## src/rtl/wavefront_controller.sv

```systemverilog
// Wavefront controller: sequences an N x M PE array one anti-diagonal at a time.
// Optional watchdog (WAVEFRONT_WATCHDOG_EN) adds a stall counter and an ERROR state.
module wavefront_controller #(
   parameter  int N  = 4,
   parameter  int M  = 4,
   localparam int D  = N + M - 1,
   localparam int DW = (D > 1) ? $clog2(D) : 1
) (
   input  logic            clk,
   input  logic            reset,
   input  logic            go,
   input  logic [N*M-1:0]  pe_done,
   output logic [N*M-1:0]  pe_start,
   output logic            pe_clear,
   output logic            busy,
   output logic [DW-1:0]   diag,
   output logic            finished,
   output logic            error,
   output logic [2:0]      state_dbg
);

   // Handshake: go is a one-cycle request honoured only in IDLE (or ERROR); pe_done
   // bits are levels, and a diagonal completes in the first WAIT cycle where every
   // member cell reports done at once.

`ifdef WAVEFRONT_WATCHDOG_EN
   typedef enum logic [2:0] {S_IDLE, S_CLEAR, S_ISSUE, S_WAIT, S_DONE, S_ERROR} state_t;
`else
   typedef enum logic [2:0] {S_IDLE, S_CLEAR, S_ISSUE, S_WAIT, S_DONE} state_t;
`endif

   localparam int            NMASK     = 1 << DW;
   localparam logic [DW-1:0] LAST_DIAG = DW'(D - 1);

   function automatic logic [N*M-1:0] diag_mask_f(input int d);
      logic [N*M-1:0] m;
      m = '0;
      for (int i = 0; i < N; i++)
         for (int j = 0; j < M; j++)
            if (i + j == d) m[i*M + j] = 1'b1;
      return m;
   endfunction

   // Membership table is fixed at elaboration; entries past D-1 are empty.
   logic [N*M-1:0] mask_tbl [NMASK];
   generate
      for (genvar g = 0; g < NMASK; g++) begin : g_mask
         localparam logic [N*M-1:0] MASK = diag_mask_f(g);
         assign mask_tbl[g] = MASK;
      end
   endgenerate

   state_t         state, state_n;
   logic [DW-1:0]  diag_q, diag_n;
   logic [N*M-1:0] cur_mask;
   logic           diag_complete;

   assign cur_mask      = mask_tbl[diag_q];
   assign diag_complete = &(pe_done | ~cur_mask);

`ifdef WAVEFRONT_WATCHDOG_EN
   logic [3:0] wd_cnt, wd_n;
`endif

   always_ff @(posedge clk) begin
      if (reset) begin
         state  <= S_IDLE;
         diag_q <= '0;
`ifdef WAVEFRONT_WATCHDOG_EN
         wd_cnt <= '0;
`endif
      end else begin
         state  <= state_n;
         diag_q <= diag_n;
`ifdef WAVEFRONT_WATCHDOG_EN
         wd_cnt <= wd_n;
`endif
      end
   end

   always_comb begin
      state_n = state;
      diag_n  = diag_q;
`ifdef WAVEFRONT_WATCHDOG_EN
      wd_n    = wd_cnt;
`endif
      case (state)
         S_IDLE:  if (go) state_n = S_CLEAR;
         S_CLEAR: begin
            diag_n  = '0;
            state_n = S_ISSUE;
         end
         S_ISSUE: begin
            state_n = S_WAIT;
`ifdef WAVEFRONT_WATCHDOG_EN
            wd_n    = '0;
`endif
         end
         S_WAIT: begin
            if (diag_complete) begin
               if (diag_q == LAST_DIAG) begin
                  state_n = S_DONE;
               end else begin
                  diag_n  = diag_q + DW'(1);
                  state_n = S_ISSUE;
               end
            end
`ifdef WAVEFRONT_WATCHDOG_EN
            // Sixteenth consecutive stalled WAIT cycle trips the watchdog.
            else if (wd_cnt == 4'hF) begin
               state_n = S_ERROR;
            end else begin
               wd_n = wd_cnt + 4'd1;
            end
`endif
         end
         S_DONE:  state_n = S_IDLE;
`ifdef WAVEFRONT_WATCHDOG_EN
         S_ERROR: if (go) state_n = S_CLEAR;
`endif
         default: state_n = S_IDLE;
      endcase
   end

   always_comb begin
      pe_start = '0;
      pe_clear = 1'b0;
      finished = 1'b0;
      error    = 1'b0;
      busy     = (state != S_IDLE);
      case (state)
         S_CLEAR: pe_clear = 1'b1;
         S_ISSUE: pe_start = cur_mask;
         S_DONE:  finished = 1'b1;
`ifdef WAVEFRONT_WATCHDOG_EN
         S_ERROR: error    = 1'b1;
`endif
         default: ;
      endcase
   end

   assign diag      = diag_q;
   assign state_dbg = state;

endmodule

```

## config.mk

```make
export PLATFORM = sky130hd
export DESIGN_NAME = wavefront_controller
export DESIGN_NICKNAME = d
export VERILOG_FILES = /design/src/rtl/wavefront_controller.sv
export SDC_FILE = /design/constraint.sdc
export NUM_CORES = 1
export LEC_CHECK = 0
export CORE_MARGIN = 2
export CORE_UTILIZATION = 37
export DETAILED_ROUTE_END_ITERATION = 6
export PLACE_DENSITY_LB_ADDON = 0.15
export SYNTH_ARGS = -nofsm -noshare
export SYNTH_HDL_FRONTEND = slang
export SYNTH_SLANG_ARGS = --single-unit
```

## constraint.sdc

```tcl
create_clock -name clk -period 5 [get_ports clk]
set_clock_uncertainty 0.05 [all_clocks]
set_input_delay 1 -clock clk [delete_from_list [all_inputs] [get_ports clk]]
set_output_delay 1 -clock clk [all_outputs]
set_load 0.005 [all_outputs]
```

==> impl_results.md, run 1 <==
- First-pass DRT Iterations: 4
- Origin of the worst min-delay path: state_dbg[2]
- Synthesized Nets: 98
- CTS buffer count: 3
- Clock root cell: clkbuf_4
- Total GRT Usage: 16.5%
- Bufs on Longest Clock Path: 2
- Sw power: 0.0000356 W
- Fin nets: 134
- Total gr overflow: 0
- P_leak: 0.379 nW
- Internal power: 0.000103 W
- Worst reg-to-reg path cell count: 6
- Routed len/inst: 13.2 µm
- Skew-Pair Late Insertion Delay: 250 ps
- # resized after CTS: 0
- Critical path capture point type: output port
- Buf+Inv Stages, Crit Path: 1
- Dpl cells: 121
- IO buf count: 43
- Seq pwr share: 38.7%
- I/O pin count: 45
- Seq/Total Area, Yosys: 18.9%
- Vias/cell: 5.11
- Max-cap violation count: 0
- CP top delay family: simple AND/OR/NAND/NOR gates
- Non-Filler Instances: 124
- Post-CTS Repair Setup Buffers: 0
- Part of the power in the clock network: 32.7%
- Vias: 634
- RSZ-0062 raised after global routing: no
- Logic pwr share: 28.6%
- Post-synth cell types: 30
- Layout cells sized above 1: 12.0%
- Setup crit start kind: register
- Post-synth EDFFs: 0
- F_max: 312 MHz
- Largest net degree at the start of global routing: 14
- Crit Path Category: reg -> out
- Total clock sinks: 6
- Hold EP: state_dbg[0]
- Residual DRC: 0
- Synth Area in Compound Gates: 19.5%
- CP max stage cell: nor3b_1
- Pwr Total: 0.000139 W
- DRT Wirelength: 1640 µm
- Hold_ws: 493 ps
- Slew headroom: 59.3%
- Final core occ: 64.8%
- FF-to-FF Start: diag[0]
- Crit path cell chain: nor3b_1, and3_1, clkdlybuf4s50_1
- Die Span Y: 45.4 µm
- Area grow syn2layout: 59.2%
- Met1 WL: 659 µm
- Final hold violation count: 0
- Sw frac: 25.7%
- RR Endpoint: diag[2]
- Cells after synthesis: 74
- Initial antenna violation count: 0
- Synth Area in Simple Gates: 28.6%
- Most common cell after layout, fill and taps aside: clkdlybuf4s50_1
- Core ar.: 1560 µm²
- H-tree depth: 1
- FFs w/ async S/R, synth: 0%
- Crit path DAT: 2160 ps
- Final Max Tran Viols: 0
- Adder-cell share of the synthesized area: 9.86%
- Tcrit/Tclk final: 64.2%
- Die width: 45.4 µm
- Setup violation total in the final timing report: 0
- Gpl congestion: 0.712
- Clock-pin slew on the worst setup and hold paths: 40 ps
- Initial DRC Count: 9
- Highest metal used: met4
- Flop-to-flop setup slack: 2830 ps
- Status: completed
- Worst min path class: reg -> reg
- First-pass GRT wire length: 2460 µm
- TritonCTS clock tree: done
- Main synth FF type: dfxtp_1
- Power Dens Cells: 137 nW/µm²
- Synth warnings: 0
- Die ar.: 2060 µm²
- Mux share of post-synthesis cell area: 4.73%
- VDD IR-drop max: 156 µV
- # fillers: 133
- Cell area after synthesis: 634 µm²
- Syn_area_per_cell: 8.57 µm²
- Most frequent cells in the layout: 43 x clkdlybuf4s50_1, 6 x dfxtp_1
- Largest family of logic cells by synthesized area: simple AND/OR/NAND/NOR gates
- Hold depth: 1
- Worst-Margin Slew: 610 ps
- Required @ worst endpoint: 3950 ps
- FP Rows: 14
- Final HPWL DP: 1360 µm
- Worst stage delay on the critical path: 570 ps
- Crit Path Max Fanout: 13
- Number of global-route vias before repair: 605
- Metal3 WL: 111 µm
- Metal2 WL: 828 µm
- DRT antenna net count: 0
- FF+latch count, synth: 6
- Initial Util: 40.7%
- Cts-stage hold buffer count: 0
- Antenna cells: 0
- XOR/XNOR share of the synthesized area: 0%
- Post-Route Setup TNS: 0 ps
- Final min period: 3210 ps
-- through the flow --
stage | worst slack, ps | cell area (µm²)
after floorplan | 2720 | 634
after global placement | 2150 | 987
after detailed placement | 2070 | 987
after CTS | 1790 | 1010
after global routing | 1600 | 1010
final | 1790 | 1010
-- sequential cells by signal (all words and copies together) (netlist names) --
register,count
state_dbg,3
diag,3
-- worst max path at each step --
stage               cells after the start            to         start  slack (ps)
finish                                  3   pe_start[2]  state_dbg[1]        1790
floorplan                               4  pe_start[10]  state_dbg[1]        2720
CTS                                     3   pe_start[2]  state_dbg[1]        1790
global route                            3   pe_start[2]  state_dbg[1]        1600
detailed placement                      3   pe_start[2]  state_dbg[1]        2070
global placement                        3   pe_start[7]  state_dbg[1]        2150
-- worst reg2reg max path, stage by stage (launching register included) --
cell and delay, ps:
dfxtp_1 450, inv_1 100, ha_1 270, a221oi_1 500
o211a_4 270, mux2_4 300, a21oi_1 150
-- layer usage --
metal  vias to the layer above  GRT usage, %
met5                         -             0
met4                         0          10.6
met3                         6          4.37
met2                        31          27.9
met1                       276          17.9
li1                        321             -
-- synthesized netlist by cell type, types with 2 or more instances --
library cell,number,area (µm²)
buf_6,2,22.5
nand3_1,4,20.0
and3_1,4,25.0
nor2_1,5,18.8
and2_1,2,12.5
nand2_1,5,18.8
inv_1,3,11.3
dfxtp_1,6,120
buf_4,10,75.1
and3_2,2,15.0
ha_1,5,62.6
a21oi_1,5,25.0
or3_1,2,12.5
mux2_4,2,30.0
or3b_1,2,17.5
-- kinds of logic after synthesis --
group / count (synthesis)
flops: 6
simple gates: 32
compound gates: 12
buf+inv: 16
fa+ha+maj: 5
other cells: 1
mux: 2
-- layout make-up --
type	count	area (µm²)	share of cell area, %
inverters	4	15.0	1.49
clock buffers	3	22.5	2.23
multi-input cells	52	402	39.8
well taps	16	20.0	1.98
repair buffers	43	430	42.6
flip-flops and latches	6	120	11.9
-- power by group through the flow --
stage	sequential [W]	combinational (W)	clock [W]
global placement	0.0000543	0.0000390	0
detailed placement	0.0000545	0.0000399	0
global route	0.0000543	0.0000431	0.0000486
finish	0.0000537	0.0000397	0.0000454
CTS	0.0000537	0.0000402	0.0000471
floorplan	0.0000528	0.0000168	0
Power figures use the tool's default switching activity.
==> run 2, diff against run 1 <==
--- a/config.mk
+++ b/config.mk
@@ -5,8 +5,9 @@
 export SDC_FILE = /design/constraint.sdc
 export NUM_CORES = 1
 export LEC_CHECK = 0
+export CORE_ASPECT_RATIO = 1.4
 export CORE_MARGIN = 2
-export CORE_UTILIZATION = 37
+export CORE_UTILIZATION = 34
 export DETAILED_ROUTE_END_ITERATION = 6
 export PLACE_DENSITY_LB_ADDON = 0.15
 export SYNTH_ARGS = -nofsm -noshare
==> constraint.sdc (replaced) <==
create_clock -name clk -period 3.36 [get_ports clk]
set_clock_uncertainty 0.05 [all_clocks]
set_input_delay 0.672 -clock clk [delete_from_list [all_inputs] [get_ports clk]]
set_output_delay 0.672 -clock clk [all_outputs]
set_load 0.005 [all_outputs]
==> impl_results.md, run 2 (synthesis results as in run 1) <==
- Status: completed
- Number of global-route vias before repair: 592 (-2.1%)
- Area grow syn2layout: 60.0%
- Antenna cells: 0 (unchanged)
- Clock root cell: clkbuf_4
- Power Dens Cells: 200 nW/µm² (+46%)
- # resized after CTS: 0 (unchanged)
- Final min period: 2840 ps
- First-pass DRT Iterations: 4 (unchanged)
- Worst-Margin Slew: 584 ps (-25.4 ps)
- Final HPWL DP: 1300 µm (-4.1%)
- P_leak: 0.379 nW (unchanged)
- Largest net degree at the start of global routing: 14 (unchanged)
- Setup violation total in the final timing report: 0 (unchanged)
- Clock-pin slew on the worst setup and hold paths: 40 ps (about the same)
- Critical path capture point type: output port
- F_max: 352 MHz
- Final Max Tran Viols: 0 (unchanged)
- Post-CTS Repair Setup Buffers: 0 (unchanged)
- Vias/cell: 5.02 (-1.7%)
- RSZ-0062 raised after global routing: no
- First-pass GRT wire length: 2520 µm (+2.2%)
- Setup crit start kind: register
- VDD IR-drop max: 217 µV (+39%)
- Bufs on Longest Clock Path: 2 (unchanged)
- IO buf count: 43 (unchanged)
- Tcrit/Tclk final: 84.6%
- Crit Path Category: reg -> out
- Die Span Y: 55.1 µm (+21%)
- Worst min path class: reg -> reg
- Die ar.: 2230 µm² (+8.3%)
- H-tree depth: 1 (unchanged)
- Total GRT Usage: 16.7% (+0.27 points)
- Final core occ: 57.8% (-7.0 points)
- Most frequent cells in the layout: 43 x clkdlybuf4s50_1, 6 x dfxtp_1
- TritonCTS clock tree: done
- Final hold violation count: 0 (unchanged)
- Layout cells sized above 1: 12.0% (unchanged)
- Skew-Pair Late Insertion Delay: 240 ps (about the same)
- CTS buffer count: 3 (unchanged)
- DRT antenna net count: 0 (unchanged)
- Routed len/inst: 11.7 µm (-11%)
- Total gr overflow: 0 (unchanged)
- Required @ worst endpoint: 2640 ps (-1310 ps)
- Max-cap violation count: 0 (unchanged)
- Fin nets: 134 (unchanged)
- Crit path DAT: 2120 ps (-40 ps)
- Vias: 643 (+1.4%)
- Initial Util: 36.1% (-4.6 points)
- Initial antenna violation count: 0 (unchanged)
- Gpl congestion: 0.759 (+6.7%)
- I/O pin count: 45 (unchanged)
- Slew headroom: 61.0% (+1.7 points)
- Cts-stage hold buffer count: 0 (unchanged)
- Crit Path Max Fanout: 13 (unchanged)
- Residual DRC: 0 (unchanged)
- FP Rows: 18 (+4)
- Core ar.: 1760 µm² (+13%)
- Post-Route Setup TNS: 0 ps (unchanged)
- Initial DRC Count: 9 (unchanged)
- DRT Wirelength: 1500 µm (-8.4%)
- Pwr Total: 0.000203 W (+46%)
- Die width: 40.5 µm (-11%)
- Total clock sinks: 6 (unchanged)
- Most common cell after layout, fill and taps aside: clkdlybuf4s50_1
==> run 2: cell counts in the layout (fill, tap and decap cells not counted) <==
Identical to the previous run, type by type.
==> run 2: worst paths after layout <==
path	depth (start not counted)	start	end	slack (ps)
worst min register to register	1	state_dbg[2]	state_dbg[0]	500
worst max register to register	6	diag[0]	diag[2]	1270
worst max-delay path	3	state_dbg[1]	pe_start[9]	520
worst min-delay path	1	state_dbg[2]	state_dbg[0]	500
==> run 2: critical path, cell delays in order, from the launching register on <==
cell,delay (ps)
dfxtp_1,530
nor3b_1,550
and2_1,270
clkdlybuf4s50_1,520
==> run 2: routing by layer <==
metal | part of all wire (%) | routed length, µm | vias to the layer above | track usage, %
li1 | - | - | 322 | -
met1 | 34 | 515 | 299 | 15.7
met2 | 59 | 886 | 20 | 31.0
met3 | 5.5 | 82 | 2 | 5.20
met4 | 0.80 | 12 | 0 | 8.33
met5 | 0 | 0 | - | 0
==> run 2: layout make-up <==
cell class | count | area (µm²)
multi-input cells | 52 | 402
clock buffers | 3 | 22.5
fillers | 171 | 742
repair buffers | 43 | 430
flip-flops and latches | 6 | 120
inverters | 4 | 15.0
well taps | 20 | 25.0
==> run 2: through the flow <==
stage / hold slack (ps) / std cells / cell area (µm²) / worst slack, ps
after floorplan: 448 / 74 / 634 / 1410
after CTS: 499 / 128 / 1010 / 479
after detailed placement: 485 / 125 / 992 / 753
after global placement: 488 / 125 / 992 / 764
final: 503 / 128 / 1010 / 519
after global routing: 541 / 128 / 1010 / 222
==> run 2: where the power goes <==
part	total [W]	internal (W)	switching, W
Combinational	0.0000583	0.0000390	0.0000193
Clock	0.0000648	0.0000403	0.0000245
Sequential	0.0000799	0.0000740	0.00000587
Total	0.000203	0.000153	0.0000497
==> run 3, diff against run 2 <==
==> constraint.sdc (replaced) <==
create_clock -name clk -period 2.8 [get_ports clk]
set_clock_uncertainty 0.05 [all_clocks]
set_input_delay 0.56 -clock clk [delete_from_list [all_inputs] [get_ports clk]]
set_output_delay 0.56 -clock clk [all_outputs]
set_load 0.005 [all_outputs]
==> impl_results.md, run 3 (synthesis results as in run 1) <==
- Fin nets: 134 (unchanged)
- Area grow syn2layout: 60.7%
- Clock root cell: clkbuf_4
- Highest metal used: met4
- Buf+Inv Stages, Crit Path: 1 (unchanged)
- Core ar.: 1760 µm² (unchanged)
- Beginning of the critical path: state_dbg[1]
- F_max: 395 MHz
- Placed inst area: 992 µm² (unchanged)
- Crit Path Max Fanout: 13 (unchanged)
- P_leak: 0.383 nW (+0.88%)
- Crit path depth: 3 (unchanged)
- Max-cap violation count: 0 (unchanged)
- Vias: 640 (-0.47%)
- Antenna cells: 0 (unchanged)
- Most common cell after layout, fill and taps aside: clkdlybuf4s50_1
- VDD IR-drop max: 280 µV (+29%)
- Residual DRC: 0 (unchanged)
- Layout cells sized above 1: 13.0% (+0.93 points)
- Final Max Tran Viols: 0 (unchanged)
- Vias/cell: 5.00 (-0.47%)
- Design Area, Final: 1020 µm² (+0.49%)
- CP max stage cell: dfxtp_1
- Final hold violation count: 0 (unchanged)
- Crit path cell chain: nor3b_2, and2_1, clkdlybuf4s50_1
- CP top delay family: simple AND/OR/NAND/NOR gates
- Tcrit/Tclk final: 90.3%
- Cts-stage hold buffer count: 0 (unchanged)
- Bufs on Longest Clock Path: 2 (unchanged)
- Skew-Pair Late Insertion Delay: 240 ps (about the same)
- Total gr overflow: 0 (unchanged)
- Flop-to-flop setup slack: 700 ps (-570 ps)
- Number of global-route vias before repair: 599 (+1.2%)
- Initial antenna violation count: 0 (unchanged)
- I/O pin count: 45 (unchanged)
- Die ar.: 2230 µm² (unchanged)
- Initial DRC Count: 7 (-2)
- Worst reg-to-reg path cell count: 6 (unchanged)
- First-pass DRT Iterations: 4 (unchanged)
- # fillers: 168 (-1.8%)
- Total GRT Usage: 16.8% (+0.080 points)
- TritonCTS clock tree: done
- Metal3 WL: 91 µm (+11%)
- DRT Wirelength: 1520 µm (+1.3%)
- Hold_ws: 506 ps (+2.55 ps)
- FP Rows: 18 (unchanged)
- Power Dens Cells: 241 nW/µm² (+21%)
- Met1 WL: 520 µm (+0.97%)
- Most frequent cells in the layout: 43 x clkdlybuf4s50_1, 6 x dfxtp_1
- Initial Util: 36.1% (unchanged)
- H-tree depth: 1 (unchanged)
- Status: completed
- IO buf count: 43 (unchanged)
- Setup crit start kind: register
- Worst stage delay on the critical path: 530 ps (-20 ps)
- Die width: 40.5 µm (unchanged)
- Total clock sinks: 6 (unchanged)
- Post-Route Setup TNS: 0 ps (unchanged)
- RSZ-0062 raised after global routing: no
- Metal2 WL: 892 µm (+0.68%)
- FF-to-FF Start: diag[0]
- Final min period: 2530 ps
- Die Span Y: 55.1 µm (unchanged)
- Critical path capture point type: output port
- Clock-pin slew on the worst setup and hold paths: 40 ps (about the same)
- Largest net degree at the start of global routing: 14 (unchanged)
- DRT antenna net count: 0 (unchanged)
- Crit path DAT: 1920 ps (-200 ps)
- Routed len/inst: 11.8 µm (+1.3%)
- Final HPWL DP: 1310 µm (+0.67%)
- First-pass GRT wire length: 2520 µm (unchanged)
- Setup violation total in the final timing report: 0 (unchanged)
- Gpl congestion: 0.760 (about the same)
- RR Endpoint: diag[2]
- Worst Setup EP: pe_start[9]
- Required @ worst endpoint: 2190 ps (-450 ps)
- Crit Path Category: reg -> out
- Worst min path class: reg -> reg
- CTS buffer count: 3 (unchanged)
run 3: cell counts in the layout (fill, tap and decap cells not counted):
No cell type changed its count.
run 3: layer usage:
metal | GRT usage [%] | vias to the layer above
met5 | 0 | -
met4 | 8.33 | 0
met3 | 5.20 | 2
met2 | 31.5 | 22
met1 | 15.4 | 294
li1 | - | 322
run 3: layout make-up:
cell class | count | area, µm² | area share (%)
Tap cell | 20 | 25.0 | 2.45
Inverter | 4 | 15.0 | 1.47
Clock buffer | 3 | 22.5 | 2.21
Sequential cell | 6 | 120 | 11.8
Timing Repair Buffer | 43 | 430 | 42.2
Multi-Input combinational cell | 52 | 407 | 39.9
run 3: repair_timing:
action / CTS / global route
buffers inserted: 0 / 0
setup endpoints to repair: 0 / 16
gates resized for setup: 0 / 1
run 3: worst min-delay path, cell delays in order, from the launching register on:
cell,delay [ps]
dfxtp_1,370
nand2_1,90
a21oi_1,50
run 3: through the flow:
stage          utilization [%]  std cells  setup slack (ps)  power (W)
4_1_cts                   57.8        128              31.7   0.000249
2_1_floorplan                -         74               856   0.000124
5_1_grt                   58.0        128              60.7   0.000267
3_5_place_dp              56.5        125               308   0.000168
6_report                  58.0        128               271   0.000246
3_3_place_gp              56.5        125               316   0.000168
run 3: worst min path at each step:
stage / from / endpoint / slack (ps) / cells past startpoint
after floorplan: state_dbg[2] / state_dbg[0] / 450 / 1
after global placement: state_dbg[2] / state_dbg[0] / 490 / 1
after detailed placement: state_dbg[2] / state_dbg[0] / 500 / 1
after CTS: state_dbg[2] / state_dbg[0] / 500 / 1
after global routing: diag[0] / diag[0] / 540 / 2
final: diag[0] / diag[0] / 510 / 2
run 3: power breakdown:
part	switching, W	total [W]	internal [W]
combinational	0.0000232	0.0000704	0.0000472
sequential	0.00000733	0.0000961	0.0000888
clock	0.0000311	0.0000796	0.0000485
